$ cat src/rtl/tlb_op_ctrl_pkg.sv
// Shared types for the TLB op sequencer: op codes, FSM states,
// packed TLB entry layout and CP0 EntryLo formatting helper.
package tlb_op_ctrl_pkg;

  localparam int TLB_IDXBITS = 5;
  localparam int TLB_ENTRIES = 1 << TLB_IDXBITS;
  localparam int TLBE_W      = 90;

  localparam logic [31:0] TLBP_MISS = 32'h8000_0000;

  typedef enum logic [1:0] {
    OP_TLBR  = 2'd0,
    OP_TLBWI = 2'd1,
    OP_TLBWR = 2'd2,
    OP_TLBP  = 2'd3
  } tlb_op_e;

  typedef enum logic [2:0] {
    S_IDLE,
    S_RD_ISSUE,
    S_RD_DATA,
    S_WRITE,
    S_PROBE
  } tlb_state_e;

  typedef struct packed {
    logic [18:0] vpn2;
    logic [7:0]  asid;
    logic        g;
    logic [11:0] mask;
    logic [19:0] pfn0;
    logic [2:0]  c0;
    logic        d0;
    logic        v0;
    logic [19:0] pfn1;
    logic [2:0]  c1;
    logic        d1;
    logic        v1;
  } tlb_entry_t;

  function automatic logic [31:0] lo_word(
    input logic [19:0] pfn,
    input logic [2:0]  c,
    input logic        d,
    input logic        v,
    input logic        g
  );
    return {6'd0, pfn, c, d, v, g};
  endfunction

endpackage

$ cat src/rtl/tlb_entry_match.sv
// Combinational VPN2/ASID compare of one TLB entry, honouring the
// entry's page mask and global bit. Ports: entry_i, vpn2_i, asid_i -> hit_o.
module tlb_entry_match
  import tlb_op_ctrl_pkg::*;
(
  input  tlb_entry_t  entry_i,
  input  logic [18:0] vpn2_i,
  input  logic [7:0]  asid_i,
  output logic        hit_o
);

  logic [18:0] vmask;
  logic        vpn_eq;
  logic        asid_ok;

  // mask bits set mean "don't compare" for the low VPN2 bits
  assign vmask   = ~{7'd0, entry_i.mask};
  assign vpn_eq  = (entry_i.vpn2 & vmask) == (vpn2_i & vmask);
  assign asid_ok = entry_i.g || (entry_i.asid == asid_i);
  assign hit_o   = vpn_eq && asid_ok;

  logic unused_pfn;
  assign unused_pfn = ^{entry_i.pfn0, entry_i.c0, entry_i.d0,
                        entry_i.v0, entry_i.pfn1, entry_i.c1,
                        entry_i.d1, entry_i.v1};

endmodule

$ cat src/rtl/tlb_op_ctrl.sv
// Sequences TLBR/TLBWI/TLBWR/TLBP between commit, the TLB array and CP0.
// Ports: req handshake, cp0_* operands, array rd/wr port, CP0 result pulses.
module tlb_op_ctrl
  import tlb_op_ctrl_pkg::*;
(
  input  logic                   clk,
  input  logic                   resetn,
  input  logic                   req_valid,
  input  logic [1:0]             req_op,
  output logic                   req_ready,
  output logic                   op_done,
  input  logic [31:0]            cp0_index,
  input  logic [31:0]            cp0_random,
  input  logic [31:0]            cp0_entryhi,
  input  logic [31:0]            cp0_entrylo0,
  input  logic [31:0]            cp0_entrylo1,
  input  logic [11:0]            cp0_mask,
  output logic [TLB_IDXBITS-1:0] tlb_raddr,
  input  logic [TLBE_W-1:0]      tlb_rdata,
  output logic                   tlb_we,
  output logic [TLB_IDXBITS-1:0] tlb_waddr,
  output logic [TLBE_W-1:0]      tlb_wdata,
  output logic                   tlbr,
  output logic [31:0]            tlbr_lo0,
  output logic [31:0]            tlbr_lo1,
  output logic [31:0]            tlbr_hi,
  output logic [11:0]            tlbr_mask,
  output logic                   tlbwr,
  output logic                   tlbp,
  output logic [31:0]            tlbp_index
);

  localparam logic [TLB_IDXBITS-1:0] LAST_IDX = '1;

  tlb_state_e             state_q;
  logic [TLB_IDXBITS-1:0] raddr_q;
  logic [TLB_IDXBITS-1:0] cnt_q;
  logic                   pvld_q;
  logic [18:0]            pvpn2_q;
  logic [7:0]             pasid_q;
  logic                   we_q;
  logic                   tlbwr_q;
  logic [TLB_IDXBITS-1:0] waddr_q;
  tlb_entry_t             wdata_q;

  tlb_entry_t rent;
  tlb_entry_t wr_ent;
  logic       hit;
  logic       rd_fire;
  logic       probe_end;

  assign rent = tlb_entry_t'(tlb_rdata);

  tlb_entry_match u_match (
    .entry_i (rent),
    .vpn2_i  (pvpn2_q),
    .asid_i  (pasid_q),
    .hit_o   (hit)
  );

  always_comb begin
    wr_ent      = '0;
    wr_ent.vpn2 = cp0_entryhi[31:13];
    wr_ent.asid = cp0_entryhi[7:0];
    wr_ent.g    = cp0_entrylo0[0] & cp0_entrylo1[0];
    wr_ent.mask = cp0_mask;
    wr_ent.pfn0 = cp0_entrylo0[25:6];
    wr_ent.c0   = cp0_entrylo0[5:3];
    wr_ent.d0   = cp0_entrylo0[2];
    wr_ent.v0   = cp0_entrylo0[1];
    wr_ent.pfn1 = cp0_entrylo1[25:6];
    wr_ent.c1   = cp0_entrylo1[5:3];
    wr_ent.d1   = cp0_entrylo1[2];
    wr_ent.v1   = cp0_entrylo1[1];
  end

  // pvld_q marks that rdata now holds entry cnt_q
  assign rd_fire   = state_q == S_RD_DATA;
  assign probe_end = (state_q == S_PROBE) && pvld_q &&
                     (hit || cnt_q == LAST_IDX);

  always_ff @(posedge clk or negedge resetn) begin
    if (!resetn) begin
      state_q <= S_IDLE;
      raddr_q <= '0;
      cnt_q   <= '0;
      pvld_q  <= 1'b0;
      pvpn2_q <= '0;
      pasid_q <= '0;
      we_q    <= 1'b0;
      tlbwr_q <= 1'b0;
      waddr_q <= '0;
      wdata_q <= '0;
    end else begin
      unique case (state_q)
        S_IDLE: begin
          if (req_valid) begin
            pvpn2_q <= cp0_entryhi[31:13];
            pasid_q <= cp0_entryhi[7:0];
            unique case (tlb_op_e'(req_op))
              OP_TLBR: begin
                state_q <= S_RD_ISSUE;
                raddr_q <= cp0_index[TLB_IDXBITS-1:0];
              end
              OP_TLBWI: begin
                state_q <= S_WRITE;
                we_q    <= 1'b1;
                waddr_q <= cp0_index[TLB_IDXBITS-1:0];
                wdata_q <= wr_ent;
              end
              OP_TLBWR: begin
                state_q <= S_WRITE;
                we_q    <= 1'b1;
                tlbwr_q <= 1'b1;
                waddr_q <= cp0_random[TLB_IDXBITS-1:0];
                wdata_q <= wr_ent;
              end
              OP_TLBP: begin
                state_q <= S_PROBE;
                raddr_q <= '0;
                cnt_q   <= '0;
                pvld_q  <= 1'b0;
              end
            endcase
          end
        end
        S_RD_ISSUE: state_q <= S_RD_DATA;
        S_RD_DATA:  state_q <= S_IDLE;
        S_WRITE: begin
          state_q <= S_IDLE;
          we_q    <= 1'b0;
          tlbwr_q <= 1'b0;
        end
        S_PROBE: begin
          if (!pvld_q) begin
            pvld_q  <= 1'b1;
            raddr_q <= raddr_q + 1'b1;
          end else if (hit || cnt_q == LAST_IDX) begin
            state_q <= S_IDLE;
          end else begin
            cnt_q <= cnt_q + 1'b1;
            // hold at the top entry rather than wrap
            if (raddr_q != LAST_IDX) raddr_q <= raddr_q + 1'b1;
          end
        end
        default: state_q <= S_IDLE;
      endcase
    end
  end

  assign req_ready = state_q == S_IDLE;
  assign op_done   = rd_fire | probe_end | (state_q == S_WRITE);
  assign tlb_raddr = raddr_q;
  assign tlb_we    = we_q;
  assign tlb_waddr = waddr_q;
  assign tlb_wdata = wdata_q;
  assign tlbwr     = tlbwr_q;
  assign tlbr      = rd_fire;
  assign tlbp      = probe_end;

  // data outputs stay 0 outside their pulse
  assign tlbr_lo0  = rd_fire ?
    lo_word(rent.pfn0, rent.c0, rent.d0, rent.v0, rent.g) : '0;
  assign tlbr_lo1  = rd_fire ?
    lo_word(rent.pfn1, rent.c1, rent.d1, rent.v1, rent.g) : '0;
  assign tlbr_hi   = rd_fire ? {rent.vpn2, 5'd0, rent.asid} : '0;
  assign tlbr_mask = rd_fire ? rent.mask : '0;
  assign tlbp_index = !probe_end ? '0 :
                      hit ? {{(32-TLB_IDXBITS){1'b0}}, cnt_q} :
                      TLBP_MISS;

  logic unused_cp0;
  assign unused_cp0 = ^{cp0_index[31:TLB_IDXBITS],
                        cp0_random[31:TLB_IDXBITS],
                        cp0_entryhi[12:8],
                        cp0_entrylo0[31:26],
                        cp0_entrylo1[31:26]};

endmodule

$ cat config.mk
export PLATFORM = sky130hd
export DESIGN_NAME = tlb_op_ctrl
export DESIGN_NICKNAME = d
export VERILOG_FILES = /design/src/rtl/tlb_op_ctrl_pkg.sv /design/src/rtl/tlb_entry_match.sv /design/src/rtl/tlb_op_ctrl.sv
export SDC_FILE = /design/constraint.sdc
export NUM_CORES = 1
export LEC_CHECK = 0
export BUFFER_PORTS_ARGS = -buffer_cell sky130_fd_sc_hd__buf_2
export CORE_AREA = 2 2 199 201
export CTS_CLUSTER_SIZE = 24
export DETAILED_ROUTE_END_ITERATION = 6
export DIE_AREA = 0 0 201 203
export GPL_TIMING_DRIVEN = 0
export HOLD_SLACK_MARGIN = 0.03
export PLACE_DENSITY = 0.41
export SKIP_CTS_REPAIR_TIMING = 1
export SYNTH_ARGS = -nofsm -noshare
export SYNTH_HDL_FRONTEND = slang
export SYNTH_SLANG_ARGS = --single-unit
$ cat constraint.sdc
create_clock -name clk -period 4.5 [get_ports clk]
set_input_delay 1.125 -clock clk [delete_from_list [all_inputs] [get_ports clk]]
set_output_delay 1.125 -clock clk [all_outputs]
set_load 0.02 [all_outputs]
==> metrics.txt <==
status finished clean; EDFF count, synth 0; VDD IR max about 250 uV; Fin Clk Skew ~7.0 ps; Clock transition at path regs ~60 ps; Inserted Clock Buffers 17; # Max-Cap Violations 0; number of DRC markers in iteration 0 208; Row Count 72; Worst Hold Class flop to flop; crit path launch type input port; fin crit share 0.9162; crit-path most repeated cell buf_2; GRT Total Usage 0.1150; vias in the first global route about 5900; area grow syn2layout 50.07%; #FFs+latches synth between 100 and 150; DP Wirelength between 15000 and 20000 um; combinational power share 0.373; most frequent cells in the layout buf_2, dfrtp_1, and2_1, mux2_1, buf_4; Via Count around 5900; Sequential Power Share 0.372; CTS Root Cell clkbuf_16; CP required approximately 3400 ps; TritonCTS clock tree done; grt total ovfl 0; initial antenna violation count 1; DRC Markers 0; layout cells sized above 1 0.5133; syn_area_per_cell about 12 sq um; area occupied by multi-input gates 3138 sq um; Total Power around 5.7 mW; Fillers a little over 4000; die area a little over 40000 sq um; # setup viols final 0; Top FF cell, synth dfrtp_1; Mapped Area 6917 sq um; critical path peak fanout 5; Async SR Flop Fraction 1.000; Slew Viols, Final 0; worst stage delay on the critical path 630 ps; Critical-path top delay cell nor4_2; Clock Sink Count around 140; Peak Freq 0.2426 GHz; Finished Layout Cells ~1600; Yosys warning total 0; power per cell area about 550 nW/um^2; internal power ~3.6 mW; DR vias/cell about 3.7; cell count after synthesis 578; GPL Wtd Cong between 0.7 and 0.8; n_diodes 0; register area 3453 sq um; pin slew with the least headroom to its limit between 600 and 700 ps; largest net degree at the start of global routing 85; Chip Width around 200 um; CP arrival around 3000 ps; wire per inst 15.00 um; core box area approximately 38000 sq um; Clock power frac 0.255; Final Hold Fails 0; first-pass GRT wire length 35440 um; nets between 1000 and 1500; clk_lat worst skew between 400 and 500 ps; switching power share of the total 0.3691; ANT nets after route 0; Longest Clk Path Bufs 2; # port buffers a little under 400; # placed instances between 1500 and 2000; Sw Pwr around 2.1 mW; chip height about 200 um; drt first pass iters 4; CP Capture Type output pin; synth unique cells 49; I/O pins roughly 510; sequential-to-total area share from yosys stat 0.4993; unrepaired setup endpoints after global routing no; Leakage Power 5.714 nW; Routed WL 23560 um; initial core utilization 0.1798; CP cell instances buf_2, xor2_1, nor4_2, nand4_2, nor2_1, and2_1, buf_2; htree depth 4; Crit Path Category input port to output pin; commonest non-fill, non-tap cell in the layout buf_2; crit path time final between 4000 and 5000 ps; Max-slew headroom 0.5509; setup_tns 0 ps
==> per-layer routing <==
metal / routed length (um) / global-route usage / up-vias
li1: - / - / 2799
met1: 9767 / 0.1319 / 2763
met2: 11720 / 0.2000 / 272
met3: 1715 / 0.04045 / 20
met4: 335 / 0.03651 / 2
met5: 20 / 0 / -
==> final cells by class <==
cell class,count,share of cell area
well taps,518,0.06244
repair buffers,400,0.1966
multi-input cells,401,0.3023
clock buffers,21,0.04436
plain buffers,72,0.04436
clock inverters,11,0.01398
flip-flops and latches,138,0.3327
inverters,9,0.003255
==> state kept, by name, summed over array words and instances (netlist names) <==
register,cells
tlb_wdata,90
pasid_q,8
cnt_q,5
pvld_q,1
tlb_raddr,5
tlb_we,1
tlbwr,1
tlb_waddr,5
state_q,3
pvpn2_q,19
==> critical path: cells and delay by family <==
kind          cells  cell delay, ps
simple gates      4            1440
buf+inv           2             290
xor+xnor          1             150
==> power by group through the flow <==
stage / sequential, mW / combinational (mW) / clock [mW]
3_5_place_dp: 2.15 / 2.18 / 0
6_report: 2.13 / 2.14 / 1.47
5_1_grt: 2.22 / 2.32 / 1.58
3_3_place_gp: 2.14 / 2.17 / 0
2_1_floorplan: 2.66 / 0.828 / 0
4_1_cts: 2.14 / 2.19 / 1.53
==> synthesized netlist by cell type, types with 3 or more instances <==
cell | instances | area share
nand3_1 | 5 | 0.0036
a21oi_1 | 7 | 0.0051
o21ai_0 | 14 | 0.010
nand2_1 | 22 | 0.012
nor3b_1 | 3 | 0.0033
inv_1 | 8 | 0.0043
and2_1 | 96 | 0.087
xor2_1 | 9 | 0.011
dfrtp_1 | 138 | 0.50
xnor2_1 | 18 | 0.023
o22ai_1 | 6 | 0.0054
and3_1 | 5 | 0.0045
nor2_1 | 10 | 0.0054
mux2_1 | 78 | 0.13
buf_4 | 44 | 0.048
clkbuf_1 | 13 | 0.0071
buf_2 | 14 | 0.010
mux2_2 | 38 | 0.062
mux2i_1 | 7 | 0.010
ha_1 | 8 | 0.014
==> cells by family (layout without fill, tap and decap cells) <==
| kind of cell | after synthesis | in the layout | share of synthesized area |
|---|---|---|---|
| buffers and inverters | 81 | 513 | 0.07146 |
| AOI/OAI and AO/OA | 44 | 44 | 0.04450 |
| xor gates and xnor gates | 27 | 27 | 0.03419 |
| and+or+nand+nor | 155 | 155 | 0.1344 |
| other | 1 | 43 | 0.0005422 |
| DFF | 138 | 138 | 0.4993 |
| muxes | 124 | 124 | 0.2012 |
| adders and majority gates | 8 | 8 | 0.01447 |
==> per-stage QoR <==
| step | setup slack [ps] | utilization | hold WS (ps) | cell area, sq um |
|---|---|---|---|---|
| finish | 377.3 | 0.2698 | 477.4 | 10380 |
| global route | 112.9 | 0.2698 | 494.9 | 10380 |
| CTS | 27.54 | 0.2696 | 486.4 | 10370 |
| detailed placement | 33.76 | 0.2539 | 473.6 | 9766 |
| global placement | -57.30 | 0.2525 | 460.7 | 9714 |
| floorplan | 1008 | - | 485.6 | 7074 |
==> path summary, 6_finish.rpt <==
path	slack, ps	depth (start not counted)	from	end
worst max-delay path	380	7	tlb_rdata[84]	tlbp_index[4]
worst min-delay path	480	2	tlb_wdata[62]	tlb_wdata[62]
worst max register to register	2160	5	state_q[1]	pvpn2_q[11]
worst min register to register	480	2	tlb_wdata[62]	tlb_wdata[62]
max in group asynchronous	2960	2	resetn	state_q[2]
min in group asynchronous	660	1	resetn	tlb_wdata[34]
No activity file was read; power rests on OpenSTA's default activity.
